[src/rtl/cdma_img_info_unpack_pkg.sv]
// ----------------------------------------------------------------------------
// cdma_img_info_unpack_pkg
// Shared definitions for the image request-info unpacker:
//   - layout of the 11-bit FIFO entry (field offsets and widths)
//   - entry typedef and field accessor functions
//   - FSM state enumeration
// ----------------------------------------------------------------------------
package cdma_img_info_unpack_pkg;

    localparam int ENTRY_W  = 11;
    localparam int CNT_LSB  = 0;
    localparam int CNT_W    = 7;
    localparam int EOL_BIT  = 7;
    localparam int EOS_BIT  = 8;
    localparam int MASK_LSB = 9;
    localparam int MASK_W   = 2;

    typedef logic [ENTRY_W-1:0] img_entry_t;

    typedef enum logic [0:0] {
        ST_IDLE   = 1'b0,
        ST_EXPAND = 1'b1
    } img_state_e;

    function automatic logic [CNT_W-1:0] entry_cnt(input img_entry_t e);
        return e[CNT_LSB +: CNT_W];
    endfunction

    function automatic logic entry_eol(input img_entry_t e);
        return e[EOL_BIT];
    endfunction

    function automatic logic entry_eos(input img_entry_t e);
        return e[EOS_BIT];
    endfunction

    function automatic logic [MASK_W-1:0] entry_mask(input img_entry_t e);
        return e[MASK_LSB +: MASK_W];
    endfunction

endpackage

[src/rtl/cdma_img_info_unpack_beat_cnt.sv]
// ----------------------------------------------------------------------------
// cdma_img_beat_cnt
// Loadable beat counter. idx counts up from 0 per advance; remaining counts
// down from the loaded length, and last flags the final beat of the entry.
// Ports:
//   clk, reset       : clock, async active-high reset
//   load, load_len   : start a new entry of load_len beats (wins over advance)
//   advance          : current beat accepted
//   idx              : index of the current beat
//   remaining        : beats still pending including the current one
//   last             : current beat is the final one
// ----------------------------------------------------------------------------
module cdma_img_beat_cnt #(
    parameter int W = 7
) (
    input  logic         clk,
    input  logic         reset,
    input  logic         load,
    input  logic [W-1:0] load_len,
    input  logic         advance,
    output logic [W-1:0] idx,
    output logic [W-1:0] remaining,
    output logic         last
);

    logic [W-1:0] idx_q, idx_d;
    logic [W-1:0] rem_q, rem_d;

    always_comb begin
        idx_d = idx_q;
        rem_d = rem_q;
        if (load) begin
            idx_d = '0;
            rem_d = load_len;
        end else if (advance && (rem_q != '0)) begin
            idx_d = idx_q + W'(1);
            rem_d = rem_q - W'(1);
        end
    end

    always_ff @(posedge clk or posedge reset) begin
        if (reset) begin
            idx_q <= '0;
            rem_q <= '0;
        end else begin
            idx_q <= idx_d;
            rem_q <= rem_d;
        end
    end

    assign idx       = idx_q;
    assign remaining = rem_q;
    assign last      = (rem_q == W'(1));

endmodule

[src/rtl/cdma_img_info_unpack.sv]
// ----------------------------------------------------------------------------
// cdma_img_info_unpack
// Pops 11-bit entries from the image request-info FIFO and expands each into
// N per-atom beats, framing the last beat with eol/eos and tracking lines
// completed per surface.
// Ports:
//   clk, reset            : clock, async active-high reset
//   in_req/in_ready/in_data : FIFO read handshake and entry
//   out_valid/out_ready   : beat handshake
//   out_atom_idx/out_mask/out_eol/out_eos : beat payload (0 when not valid)
//   line_cnt, surf_done   : line counter and surface-complete pulse
//   err_zero_len, err_clr : sticky zero-length error and its clear
// ----------------------------------------------------------------------------
module cdma_img_info_unpack
    import cdma_img_info_unpack_pkg::*;
#(
    parameter int LINE_CNT_W = 13,
    parameter int ATOM_W     = 7
) (
    input  logic                  clk,
    input  logic                  reset,
    input  logic                  in_req,
    output logic                  in_ready,
    input  logic [10:0]           in_data,
    output logic                  out_valid,
    input  logic                  out_ready,
    output logic [ATOM_W-1:0]     out_atom_idx,
    output logic [1:0]            out_mask,
    output logic                  out_eol,
    output logic                  out_eos,
    output logic [LINE_CNT_W-1:0] line_cnt,
    output logic                  surf_done,
    output logic                  err_zero_len,
    input  logic                  err_clr
);

    img_state_e          state_q, state_d;
    logic                eol_q, eol_d;
    logic                eos_q, eos_d;
    logic [MASK_W-1:0]   mask_q, mask_d;
    logic [LINE_CNT_W-1:0] line_cnt_q, line_cnt_d;
    logic                surf_done_q, surf_done_d;
    logic                err_q, err_d;

    img_entry_t          in_entry;
    logic [ATOM_W-1:0]   in_cnt;
    logic                pop, pop_valid, pop_zero;
    logic                beat_acc, last_acc;
    logic [ATOM_W-1:0]   beat_idx;
    logic [ATOM_W-1:0]   beat_rem;
    logic                beat_last;

    assign in_entry = img_entry_t'(in_data);
    assign in_cnt   = ATOM_W'(entry_cnt(in_entry));

    assign out_valid = (state_q == ST_EXPAND);
    assign beat_acc  = out_valid && out_ready;
    assign last_acc  = beat_acc && beat_last;

    // Accepting while the final beat drains lets the next entry follow with
    // no idle cycle in between.
    assign in_ready  = (state_q == ST_IDLE) || last_acc;

    assign pop       = in_req && in_ready;
    assign pop_valid = pop && (in_cnt != '0);
    assign pop_zero  = pop && (in_cnt == '0);

    cdma_img_beat_cnt #(
        .W (ATOM_W)
    ) u_beat_cnt (
        .clk       (clk),
        .reset     (reset),
        .load      (pop_valid),
        .load_len  (in_cnt),
        .advance   (beat_acc),
        .idx       (beat_idx),
        .remaining (beat_rem),
        .last      (beat_last)
    );

    always_comb begin
        state_d     = state_q;
        eol_d       = eol_q;
        eos_d       = eos_q;
        mask_d      = mask_q;
        line_cnt_d  = line_cnt_q;
        surf_done_d = 1'b0;
        err_d       = err_q;

        if (pop_valid) begin
            state_d = ST_EXPAND;
            eol_d   = entry_eol(in_entry);
            eos_d   = entry_eos(in_entry);
            mask_d  = entry_mask(in_entry);
        end else if (last_acc) begin
            state_d = ST_IDLE;
            eol_d   = 1'b0;
            eos_d   = 1'b0;
            mask_d  = '0;
        end

        // Surface end resets the line count even if the same beat ends a line.
        if (beat_acc && out_eos) begin
            line_cnt_d  = '0;
            surf_done_d = 1'b1;
        end else if (beat_acc && out_eol) begin
            line_cnt_d = line_cnt_q + LINE_CNT_W'(1);
        end

        // A new error in the same cycle as a clear keeps the flag set.
        if (pop_zero) begin
            err_d = 1'b1;
        end else if (err_clr) begin
            err_d = 1'b0;
        end
    end

    always_ff @(posedge clk or posedge reset) begin
        if (reset) begin
            state_q     <= ST_IDLE;
            eol_q       <= 1'b0;
            eos_q       <= 1'b0;
            mask_q      <= '0;
            line_cnt_q  <= '0;
            surf_done_q <= 1'b0;
            err_q       <= 1'b0;
        end else begin
            state_q     <= state_d;
            eol_q       <= eol_d;
            eos_q       <= eos_d;
            mask_q      <= mask_d;
            line_cnt_q  <= line_cnt_d;
            surf_done_q <= surf_done_d;
            err_q       <= err_d;
        end
    end

    // Payload is built only from flops and forced to 0 outside a beat.
    assign out_atom_idx = out_valid ? beat_idx : '0;
    assign out_mask     = out_valid ? mask_q : '0;
    assign out_eol      = out_valid && eol_q && beat_last;
    assign out_eos      = out_valid && eos_q && beat_last;

    assign line_cnt     = line_cnt_q;
    assign surf_done    = surf_done_q;
    assign err_zero_len = err_q;

endmodule

[config.mk]
export PLATFORM = sky130hd
export DESIGN_NAME = cdma_img_info_unpack
export DESIGN_NICKNAME = d
export VERILOG_FILES = /design/src/rtl/cdma_img_info_unpack_pkg.sv /design/src/rtl/cdma_img_info_unpack_beat_cnt.sv /design/src/rtl/cdma_img_info_unpack.sv
export SDC_FILE = /design/constraint.sdc
export NUM_CORES = 1
export LEC_CHECK = 0
export ABC_AREA = 1
export ABC_CLOCK_PERIOD_IN_PS = 2600
export CAP_MARGIN = 20
export CORE_MARGIN = 8
export CORE_UTILIZATION = 51
export DETAILED_ROUTE_END_ITERATION = 7
export PLACE_DENSITY = 0.88
export SYNTH_ARGS = -nofsm -noshare
export SYNTH_HDL_FRONTEND = slang
export SYNTH_HIERARCHICAL = 1
export SYNTH_SLANG_ARGS = --single-unit
[constraint.sdc]
create_clock -name clk -period 2.6 [get_ports clk]
set_input_delay 0.52 -clock clk [delete_from_list [all_inputs] [get_ports clk]]
set_output_delay 0.52 -clock clk [all_outputs]
set_load 0.05 [all_outputs]
# Word-level counts from Yosys, hierarchy flattened
# Index checks and enable logic that the tools add are counted.
dict set report op_classes {
  n_addsub 3
  n_eq_ne 1
  n_mux 17
  n_bitwise 1
  n_reduce_logical 20
}
# operator count
set op_table {}
lappend op_table {{7-bit 2-to-1 mux} 5}
lappend op_table {{13-bit 2-to-1 mux} 2}
lappend op_table {{7-bit nonzero test} 2}
lappend op_table {{13-bit by 1-bit adder with 13-bit output, second input constant} 1}
lappend op_table {{1-bit logical AND} 12}
lappend op_table {{2-bit nonzero test} 4}
lappend op_table {{7-bit by 1-bit adder with 7-bit output, second input constant} 1}
lappend op_table {{7-bit by 1-bit equality test with 1-bit output, second input constant} 1}
lappend op_table {{7-bit zero test} 1}
lappend op_table {{1-bit 2-to-1 mux} 7}
lappend op_table {{7-bit by 1-bit subtractor with 7-bit output, second input constant} 1}
lappend op_table {{2-bit 2-to-1 mux} 3}
lappend op_table {{1-bit logical OR} 1}
lappend op_table {{1-bit inverter} 1}
dict set report totals {
  register_bits 34
  input_bits 16
  out_inout_bits 28
  word_cells 51
}

# Depth between registers and ports, before layout
# Gate-level depths: netlist of the first run.
dict set report depth {
  ltp_word 6
  mapped_depth 14
  mapped_depth_nobuf 13
}

# Cells and area by module
# Netlist of the first run, hierarchy kept.
# module n_inst cells_per_inst area_per_inst_um2 seq_area_each_um2
set modules_own_cells {}
lappend modules_own_cells {cdma_img_info_unpack 1 154 1103.6 500.5}
lappend modules_own_cells {cdma_img_beat_cnt 1 134 969.7 350.3}

# Worst setup path before layout of the first run
# OpenSTA, ideal clock, no wires.
dict set report synth_path {
  path_kind {reg2out}
  startpoint {reg state_q, in the netlist out_valid}
  endpoint {out out_eol}
  t_arrival_ns 1.731
  required_time_ns 2.080
  path_slack_ns 0.349
  path_stages_with_launch 4
  n_path_buf 1
  cell_sequence {dfrtp_1 clkbuf_1 inv_1 nor2_1}
}
dict set report synth_via {
  elab_chain_cells 2
}
# element line_no
set synth_rtl {}
lappend synth_rtl {{start, declared} cdma_img_info_unpack.sv:37} ;# img_state_e state_q, state_d;
lappend synth_rtl {{start signal, assigned} cdma_img_info_unpack.sv:128} ;# state_q <= state_d;
lappend synth_rtl {{1-bit logical AND (2 in a row)} cdma_img_info_unpack.sv:141} ;# assign out_eol = out_valid && eol_q && beat_last;
lappend synth_rtl {{end, declared} cdma_img_info_unpack.sv:29} ;# output logic out_eol,
# No other way between the ends.

# Worst setup path in the final report of the first run
dict set report layout_path {
  startpoint {reg state_q, in the netlist out_valid}
  endpoint {out out_mask[1]}
}
dict set report layout_via {
  elab_chain_cells 1
}
# element line_no
set layout_rtl {}
lappend layout_rtl {{2-bit 2-to-1 mux} cdma_img_info_unpack.sv:140} ;# assign out_mask = out_valid ? mask_q : '0;
lappend layout_rtl {{end, declared} cdma_img_info_unpack.sv:28} ;# output logic [1:0] out_mask,
# No other way between the ends.

==> results.md, run 1 <==
| Metric | This run |
| --- | --- |
| Result of the run | finished, final reports clean |
| Switching fraction of total power | 0.497 |
| Count of flip-flops with a built-in enable after synthesis | 0 |
| Drt first pass iters | 4 |
| Number of rows in the core area | 23 |
| Slew at the pin closest to its max-slew limit | 0.771 ns |
| Post-CTS Repair Setup Buffers | 0 |
| Share of flip-flops with an asynchronous set or reset | 1.00 |
| Total number of clock tree sinks | 34 |
| Post-CTS Resized | 0 |
| Wire length of the first global-routing pass | 8600 um |
| Count of buffers inserted at the top-level ports | 43 |
| Wire length per cell | 13.2 um |
| Buffer cell driving the clock tree root | clkbuf_8 |
| Commonest cells in the netlist | nand2_1, inv_1, dfrtp_1, nor2_1, nand3_1 |
| Antenna cell count | 0 |
| Worst Setup Start Kind | flip-flop |
| Die extent in x | 79.8 um |
| Static Leakage | 1.42 nW |
| CTS tree | done |
| Final total negative setup slack | 0 ns |
| H-tree levels | 2 |
| Cell types occupying the most area after synthesis | dfrtp_1, nand2_1, inv_1 |
| Initial DRC count | 109 |
| Setup-failing EPs final | 0 |
| Internal power | 1.44 mW |
| Remaining number of nets flagged by the antenna check after routing | 0 |
| Design Power | 2.86 mW |
| Area added between synthesis and finish | 28.5% |
| Portion of synthesized cell area occupied by the leading cell type | 0.410 |
| Fraction of final layout cells with drive strength greater than 1 | 0.107 |
| Maximum clock path buffer count | 2 |
| Worst-case register-to-register setup slack | 0.45 ns |
| Overall fraction of global-route tracks in use | 0.169 |
| Antenna violations before repair | 0 |
| Final critical-path share of the clock period | 0.951 |
| Post-synthesis cell count | 288 |
| Cell area after layout | 2660 um^2 |
| RSZ-0062 raised after global routing | no |
| Placeable core area | 3970 um^2 |
| Critical path arrival | 1.95 ns |
| Power per cell area | 1070 nW/um^2 |
| Clock power share | 0.144 |
| Power dissipated by switching net loads | 1.42 mW |
| Total number of vias | 1996 |
| Skew-Pair Late Insertion Delay | 0.29 ns |
| Die area | 6360 um^2 |
| Final cell utilization of the core | 0.671 |
| Number of global-route vias before repair | 1957 |
| Pin count of the biggest net entering global routing | 21 |
| Part of the Yosys area used for sequential elements | 0.410 |
| Critical path endpoint category | output port |
| CP Max Fanout | 13 |
| Vert. Die Dim | 79.8 um |
| Number of buffers inserted during clock tree synthesis | 5 |
| Count of cell types in the netlist | 27 |
| HPWL after DPL | 3870 um |
| Cell area after technology mapping | 2070 um^2 |
| Remaining global-route overflow | 0 |
| Required arrival time at the worst endpoint | 2.08 ns |
| Cell with the most instances after synthesis | nand2_1 |
| Remaining routing DRC violations | 0 |
| Synth Register Bits | 34 |
| Category of the most critical setup path | reg -> out |
| Placed Area | 2570 um^2 |
| Fmax | 404 MHz |
| Routability Congestion | 0.845 |
| Number of violations of the max-capacitance limit | 0 |
| Total of hold buffers inserted after clock tree synthesis | 0 |
| Class of the tightest hold or removal check | reg -> reg |
| Largest clock skew in the final design | 0.00467 ns |
| Peak VDD IR | 0.642 mV |
| Final Hold Vio Count | 0 |
| Starting Density | 0.522 |
| I/O pin count | 44 |
| Mapped Nets | 309 |
| Average size of a mapped cell | 7.20 um^2 |
| Clock-pin slew reported for the worst setup and hold paths after clock tree synthesis | 0.07 ns |
| Relative slew slack | 0.485 |
| Total number of nets in the final design | 356 |
| Cell type with the largest total area after synthesis | dfrtp_1 |
| Reg power frac | 0.311 |
| Final Slew Violations | 0 |
| Most used flip-flop cell after synthesis | dfrtp_1 |
| Minimum clock period after layout | 2.47 ns |
| Routed WL | 5100 um |
| Worst hold slack | 0.506 ns |
| YS warnings | 6 |
| Share of power burned in combinational logic | 0.545 |
| Via density | 5.17 |
-- power by group through the flow --
stage | combinational (mW) | sequential (mW) | clock, mW
6_report | 1.56 | 0.890 | 0.410
5_1_grt | 1.71 | 0.921 | 0.439
4_1_cts | 1.56 | 0.888 | 0.415
3_5_place_dp | 1.56 | 0.895 | 0
3_3_place_gp | 1.51 | 0.888 | 0
2_1_floorplan | 0.990 | 0.994 | 0
-- cell usage in the layout, fill, tap and decap left out, types with 3 or more instances in the layout --
cell type,instances
clkdlybuf4s50_1,40
nor2_1,34
ha_1,5
o21ai_0,3
o21ai_1,3
nand2_2,5
inv_1,35
nand3_1,24
nand2_1,101
nand4_1,8
inv_2,3
a21oi_1,8
dfrtp_1,34
clkbuf_8,6
nor2_4,3
-- flip-flops by register name, indices dropped and copies added, names as in the netlist --
| register | flops |
|---|---|
| line_cnt | 13 |
| u_beat_cnt/idx | 7 |
| u_beat_cnt/remaining | 7 |
| mask_q | 2 |
| eol_q | 1 |
| eos_q | 1 |
| err_zero_len | 1 |
| out_valid | 1 |
| surf_done | 1 |
-- stage by stage --
stage / worst slack, ns / instances
after floorplan: 0.349 / 288
after detailed placement: 0.203 / 378
final: 0.127 / 386
after CTS: 0.105 / 386
after global routing: 0.00952 / 386
after global placement: 0.298 / 378
-- worst paths after layout --
check,cells past startpoint,start,end
hold / removal,2,eos_q$_DFFE_PP0P_,eos_q$_DFFE_PP0P_
max in group asynchronous,2,reset,err_zero_len$_DFFE_PP0P_
setup reg to reg,11,out_valid$_DFFE_PP0P_,u_beat_cnt/remaining[2]$_DFFE_PP0P_
min in group asynchronous,2,reset,u_beat_cnt/idx[6]$_DFFE_PP0P_
setup / recovery,3,out_valid$_DFFE_PP0P_,out_mask[1]
hold reg to reg,2,eos_q$_DFFE_PP0P_,eos_q$_DFFE_PP0P_
-- per-layer routing --
metal  track usage  up-vias  routed length, um
met1         0.190      932               2100
met4        0.0600        0                 65
met3        0.0349        8                319
li1              -      997                  -
met2         0.307       59               2610
met5             0        -                  0
-- kinds of logic (layout without fill, tap and decap cells) --
group | after synthesis | after routing | share of synthesized area
AND/OR/NAND/NOR | 185 | 185 | 0.413
buffers and inverters | 43 | 91 | 0.0803
adder cells (fa/ha/maj) | 5 | 5 | 0.0302
AO/OA/AOI/OAI | 19 | 19 | 0.0573
XOR/XNOR | 2 | 2 | 0.00845
flip-flops | 34 | 34 | 0.410
-- layout make-up --
| class | count | area, um^2 |
|---|---|---|
| flip-flops and latches | 34 | 851 |
| fillers | 349 | 1310 |
| clock inverters | 1 | 5.00 |
| well taps | 50 | 62.6 |
| repair buffers | 44 | 455 |
| clock buffers | 7 | 86.3 |
| multi-input cells | 211 | 1060 |
| inverters | 39 | 148 |
-- critical path, cell delays in order, from the launching register on --
cell             delay, ns
dfrtp_1               0.67
nand2_1               0.11
inv_1                 0.08
clkdlybuf4s50_1       0.80
(Power assumes the default switching activity.)
==> run 2, diff against run 1 <==
- CORE_ASPECT_RATIO: not set -> 0.75
- CORE_MARGIN: 8 -> not set
==> run 2 against run 1 <==
Total power grew 0.46%. Wire length shrank 2.0%. Clock power shrank 2%. Flip-flop and latch count is the same. Count of clock-buffer cells in the layout is the same. Critical path depth is the same. First-iteration DRC count grew 33%.
==> results.md, run 2 (synthesis results as in run 1) <==
| Metric | This run |
| --- | --- |
| Result of the run | finished, final reports clean |
| Placed Area | 2570 um^2 |
| Antenna cell count | 0 |
| Final critical-path share of the clock period | 0.941 |
| Required arrival time at the worst endpoint | 2.08 ns |
| Number of buffers inserted during clock tree synthesis | 5 |
| Number of rows in the core area | 19 |
| Number of filler cells placed in the layout | 307 |
| CTS tree | done |
| I/O pin count | 44 |
| Placeable core area | 3780 um^2 |
| Worst Setup Start Kind | flip-flop |
| Die extent in x | 75.6 um |
| RSZ-0062 raised after global routing | no |
| Pin count of the biggest net entering global routing | 21 |
| Skew-Pair Late Insertion Delay | 0.29 ns |
| Area added between synthesis and finish | 28.6% |
| Total number of clock tree sinks | 34 |
| Antenna violations before repair | 0 |
| Instance count along the most critical hold path | 2 |
| Critical register-to-register path startpoint | out_valid$_DFFE_PP0P_ |
| Setup-failing EPs final | 0 |
| Buffer cell driving the clock tree root | clkbuf_8 |
| Final total negative setup slack | 0 ns |
| Post-CTS Resized | 0 |
| Total number of nets in the final design | 356 |
| Start point of the worst min-delay path | mask_q[0]$_DFFE_PP0P_ |
| Wire length of the first global-routing pass | 8680 um |
| Category of the most critical setup path | reg -> out |
| Via density | 5.14 |
| Final Slew Violations | 0 |
| Final cell utilization of the core | 0.705 |
| Final Hold Vio Count | 0 |
| Initial DRC count | 145 |
| Number of violations of the max-capacitance limit | 0 |
| Overall fraction of global-route tracks in use | 0.267 |
| Class of the tightest hold or removal check | reg -> reg |
| Largest clock skew in the final design | 0.00749 ns |
| Cell area after layout | 2670 um^2 |
| Critical path endpoint category | output port |
| Worst-case register-to-register setup slack | 0.49 ns |
| Count of buffers inserted at the top-level ports | 43 |
| Design Power | 2.87 mW |
| Slew at the pin closest to its max-slew limit | 0.754 ns |
| Routed WL | 4990 um |
| H-tree levels | 2 |
| Minimum clock period after layout | 2.45 ns |
| Maximum clock path buffer count | 2 |
| Routability Congestion | 0.856 |
| Static Leakage | 1.42 nW |
| Clock-pin slew reported for the worst setup and hold paths after clock tree synthesis | 0.07 ns |
| Power per cell area | 1080 nW/um^2 |
| Die area | 4330 um^2 |
| Flip-flop count of the largest register, all copies and words added | 13 |
| Fmax | 409 MHz |
| Relative slew slack | 0.496 |
| Peak VDD IR | 0.617 mV |
| Remaining global-route overflow | 0 |
| Wire length per cell | 12.9 um |
| Most frequent cells in the layout | nand2_1, clkdlybuf4s50_1, inv_1, nor2_1, dfrtp_1 |
| Remaining routing DRC violations | 0 |
| Number of global-route vias before repair | 1894 |
| HPWL after DPL | 3760 um |
| Logic depth of the worst register-to-register path | 10 |
| Critical path arrival | 1.93 ns |
| Remaining number of nets flagged by the antenna check after routing | 0 |
| Endpoint of the most critical register-to-register path | u_beat_cnt/remaining[2]$_DFFE_PP0P_ |
| Leading cell type in the layout, fill and taps excluded | nand2_1 |
| Post-CTS Repair Setup Buffers | 0 |
| Vert. Die Dim | 57.2 um |
| Starting Density | 0.548 |
| Fraction of final layout cells with drive strength greater than 1 | 0.107 |
| CP Max Fanout | 13 |
| Total of hold buffers inserted after clock tree synthesis | 0 |
| Total number of vias | 1995 |
| Hold EP | mask_q[0]$_DFFE_PP0P_ |
| Drt first pass iters | 4 |
## run 2: critical path, cell delays in order, from the launching register on
cell and delay (ns):
dfrtp_1 0.66, nand2_1 0.12, inv_1 0.07, clkdlybuf4s50_1 0.80
## run 2: per-layer routing
layer  GRT usage  vias up  share of wire
met5           0        -              0
met4      0.0820        0          0.015
met3      0.0565       12          0.059
met2       0.408       77           0.46
met1       0.382      910           0.47
li1            -      996              -
## run 2: power by group
group | switching (mW) | internal, mW
logic | 1.04 | 0.535
clock network | 0.189 | 0.214
registers | 0.205 | 0.689
## run 2: how the worst max path moves through the flow
| stage | startpoint | end | slack, ns |
|---|---|---|---|
| after floorplan | out_valid$_DFFE_PP0P_ | out_eol | 0.35 |
| after global placement | out_ready | u_beat_cnt/remaining[1]$_DFFE_PP0P_ | 0.29 |
| after detailed placement | out_ready | u_beat_cnt/remaining[4]$_DFFE_PP0P_ | 0.20 |
| after CTS | out_valid$_DFFE_PP0P_ | out_mask[1] | 0.12 |
| after global routing | out_valid$_DFFE_PP0P_ | out_atom_idx[4] | 0.02 |
| final | out_valid$_DFFE_PP0P_ | out_mask[1] | 0.15 |
## run 2: through the flow
| step | worst slack, ns | std cells | hold WS (ns) |
|---|---|---|---|
| 2_1_floorplan | 0.349 | 288 | 0.409 |
| 3_3_place_gp | 0.288 | 380 | 0.497 |
| 3_5_place_dp | 0.201 | 380 | 0.503 |
| 4_1_cts | 0.123 | 388 | 0.521 |
| 5_1_grt | 0.0157 | 388 | 0.554 |
| 6_report | 0.154 | 388 | 0.516 |
## run 2: layout make-up
class                      count  area, um^2  area share
clock inverter                 1        5.00     0.00188
multi-input combinational    211        1060       0.396
clock buffer                   7        86.3      0.0324
timing repair buffer          44         455       0.171
sequential                    34         851       0.319
inverter                      39         148      0.0554
tap                           52        65.1      0.0244
==> run 3, diff against run 2 <==
- CELL_PAD_IN_SITES_DETAIL_PLACEMENT: not set -> 1
- CELL_PAD_IN_SITES_GLOBAL_PLACEMENT: not set -> 1
- CORE_UTILIZATION: 51 -> 37
- CTS_BUF_LIST: not set -> sky130_fd_sc_hd__clkbuf_8
- PLACE_DENSITY: 0.88 -> 0.89
- SLEW_MARGIN: not set -> 30
==> run 3 against run 2 <==
Sequential power hardly changed. Via count hardly changed. Flip-flop and latch count stayed put. Utilization is 20 points lower. Non-clock buffer count stayed put. First-iteration DRC count is 26% lower. Count of clock-buffer cells in the layout is 1 higher. Sequential share of layout area is 0.70 points lower. Setup slack better by 0.0062 ns.
==> results.md, run 3 (synthesis results as in run 1) <==
| Metric | This run |
| --- | --- |
| Result of the run | finished, final reports clean |
| Most frequent cells in the layout | nand2_1, clkdlybuf4s50_1, inv_1, nor2_1, dfrtp_1 |
| Worst Setup Start Kind | flip-flop |
| Die extent in x | 88.4 um |
| Routability Congestion | 0.801 |
| Pin count of the biggest net entering global routing | 21 |
| Fmax | 410 MHz |
| Count of placed standard cells in the final layout, fillers left out | 411 |
| Total number of vias | 1996 |
| Cell count after placement | 403 |
| Area added between synthesis and finish | 31.5% |
| Final total negative setup slack | 0 ns |
| Overall fraction of global-route tracks in use | 0.221 |
| Die area | 5910 um^2 |
| Final Hold Vio Count | 0 |
| RSZ-0062 raised after global routing | no |
| Total of hold buffers inserted after clock tree synthesis | 0 |
| Routed WL | 5770 um |
| CP Max Fanout | 13 |
| Remaining global-route overflow | 0 |
| Post-CTS Repair Setup Buffers | 0 |
| Count of buffers inserted at the top-level ports | 43 |
| Skew-Pair Late Insertion Delay | 0.29 ns |
| Final cell utilization of the core | 0.507 |
| Required arrival time at the worst endpoint | 2.08 ns |
| Largest clock skew in the final design | 0.00603 ns |
| Critical path arrival | 1.92 ns |
| Number of rows in the core area | 23 |
| Category of the most critical setup path | reg -> out |
| Clock-pin slew reported for the worst setup and hold paths after clock tree synthesis | 0.07 ns |
| H-tree levels | 2 |
| Total number of clock tree sinks | 34 |
| Flip-flop count of the largest register, all copies and words added | 13 |
| Wire length per cell | 14.0 um |
| Number of buffers inserted during clock tree synthesis | 5 |
| Remaining number of nets flagged by the antenna check after routing | 0 |
| Number of filler cells placed in the layout | 704 |
| Maximum clock path buffer count | 2 |
| Via density | 4.86 |
| Static Leakage | 1.43 nW |
| Initial DRC count | 107 |
| I/O pin count | 44 |
| Leading cell type in the layout, fill and taps excluded | nand2_1 |
| Peak VDD IR | 0.490 mV |
| Total number of nets in the final design | 356 |
| Drt first pass iters | 4 |
| HPWL after DPL | 4490 um |
| CTS tree | done |
| Relative slew slack | 0.475 |
| Class of the tightest hold or removal check | reg -> reg |
| Post-CTS Resized | 0 |
| Worst hold slack | 0.508 ns |
| Minimum clock period after layout | 2.44 ns |
| Critical path endpoint category | output port |
| Antenna violations before repair | 0 |
| Final critical-path share of the clock period | 0.939 |
| Wire length of the first global-routing pass | 9830 um |
| Setup-failing EPs final | 0 |
| Fraction of final layout cells with drive strength greater than 1 | 0.110 |
| Vert. Die Dim | 66.8 um |
| Power per cell area | 1080 nW/um^2 |
| Final Slew Violations | 0 |
| Placeable core area | 5380 um^2 |
| Slew at the pin closest to its max-slew limit | 0.787 ns |
| Number of global-route vias before repair | 2039 |
| Starting Density | 0.385 |
| Number of violations of the max-capacitance limit | 0 |
| Antenna cell count | 0 |
| Buffer cell driving the clock tree root | clkbuf_8 |
| Remaining routing DRC violations | 0 |
run 3: layout make-up:
type	count	area, um^2	area share
Sequential cell	34	851	0.312
Inverter	39	148	0.0542
Tap cell	75	93.8	0.0344
Clock buffer	8	110	0.0404
Timing Repair Buffer	44	468	0.172
Multi-Input combinational cell	211	1060	0.387
run 3: stage by stage:
| step | instance area [um^2] | power, mW | worst slack [ns] |
|---|---|---|---|
| after detailed placement | 2620 | 2.49 | 0.191 |
| after global placement | 2620 | 2.42 | 0.238 |
| after CTS | 2730 | 2.97 | 0.114 |
| final | 2730 | 2.94 | 0.160 |
| after global routing | 2730 | 3.16 | 0.0267 |
| after floorplan | 2070 | 1.98 | 0.349 |
run 3: metal layers:
metal  GRT usage  share of wire
met3      0.0384          0.038
met4      0.0665          0.013
met5           0              0
met1       0.297           0.48
met2       0.363           0.47
run 3: critical path: stages (launching register included):
cell and delay [ns]:
dfrtp_1 0.66, nand2_1 0.10, inv_1 0.07, clkdlybuf4s50_1 0.80
run 3: power by group:
| part | switching [mW] | total [mW] | internal, mW |
|---|---|---|---|
| logic | 1.04 | 1.58 | 0.537 |
| clock network | 0.202 | 0.470 | 0.268 |
| registers | 0.205 | 0.893 | 0.688 |
| total | 1.45 | 2.94 | 1.49 |
run 3: final timing paths:
check	startpoint	endpoint	slack, ns	cells after the start
setup reg to reg	out_valid$_DFFE_PP0P_	u_beat_cnt/remaining[6]$_DFFE_PP0P_	0.49	11
setup / recovery	out_valid$_DFFE_PP0P_	out_mask[1]	0.16	3
hold reg to reg	eos_q$_DFFE_PP0P_	eos_q$_DFFE_PP0P_	0.51	2
min in group asynchronous	reset	u_beat_cnt/idx[5]$_DFFE_PP0P_	0.63	2
hold / removal	eos_q$_DFFE_PP0P_	eos_q$_DFFE_PP0P_	0.51	2
max in group asynchronous	reset	line_cnt[7]$_DFFE_PP0P_	1.39	2
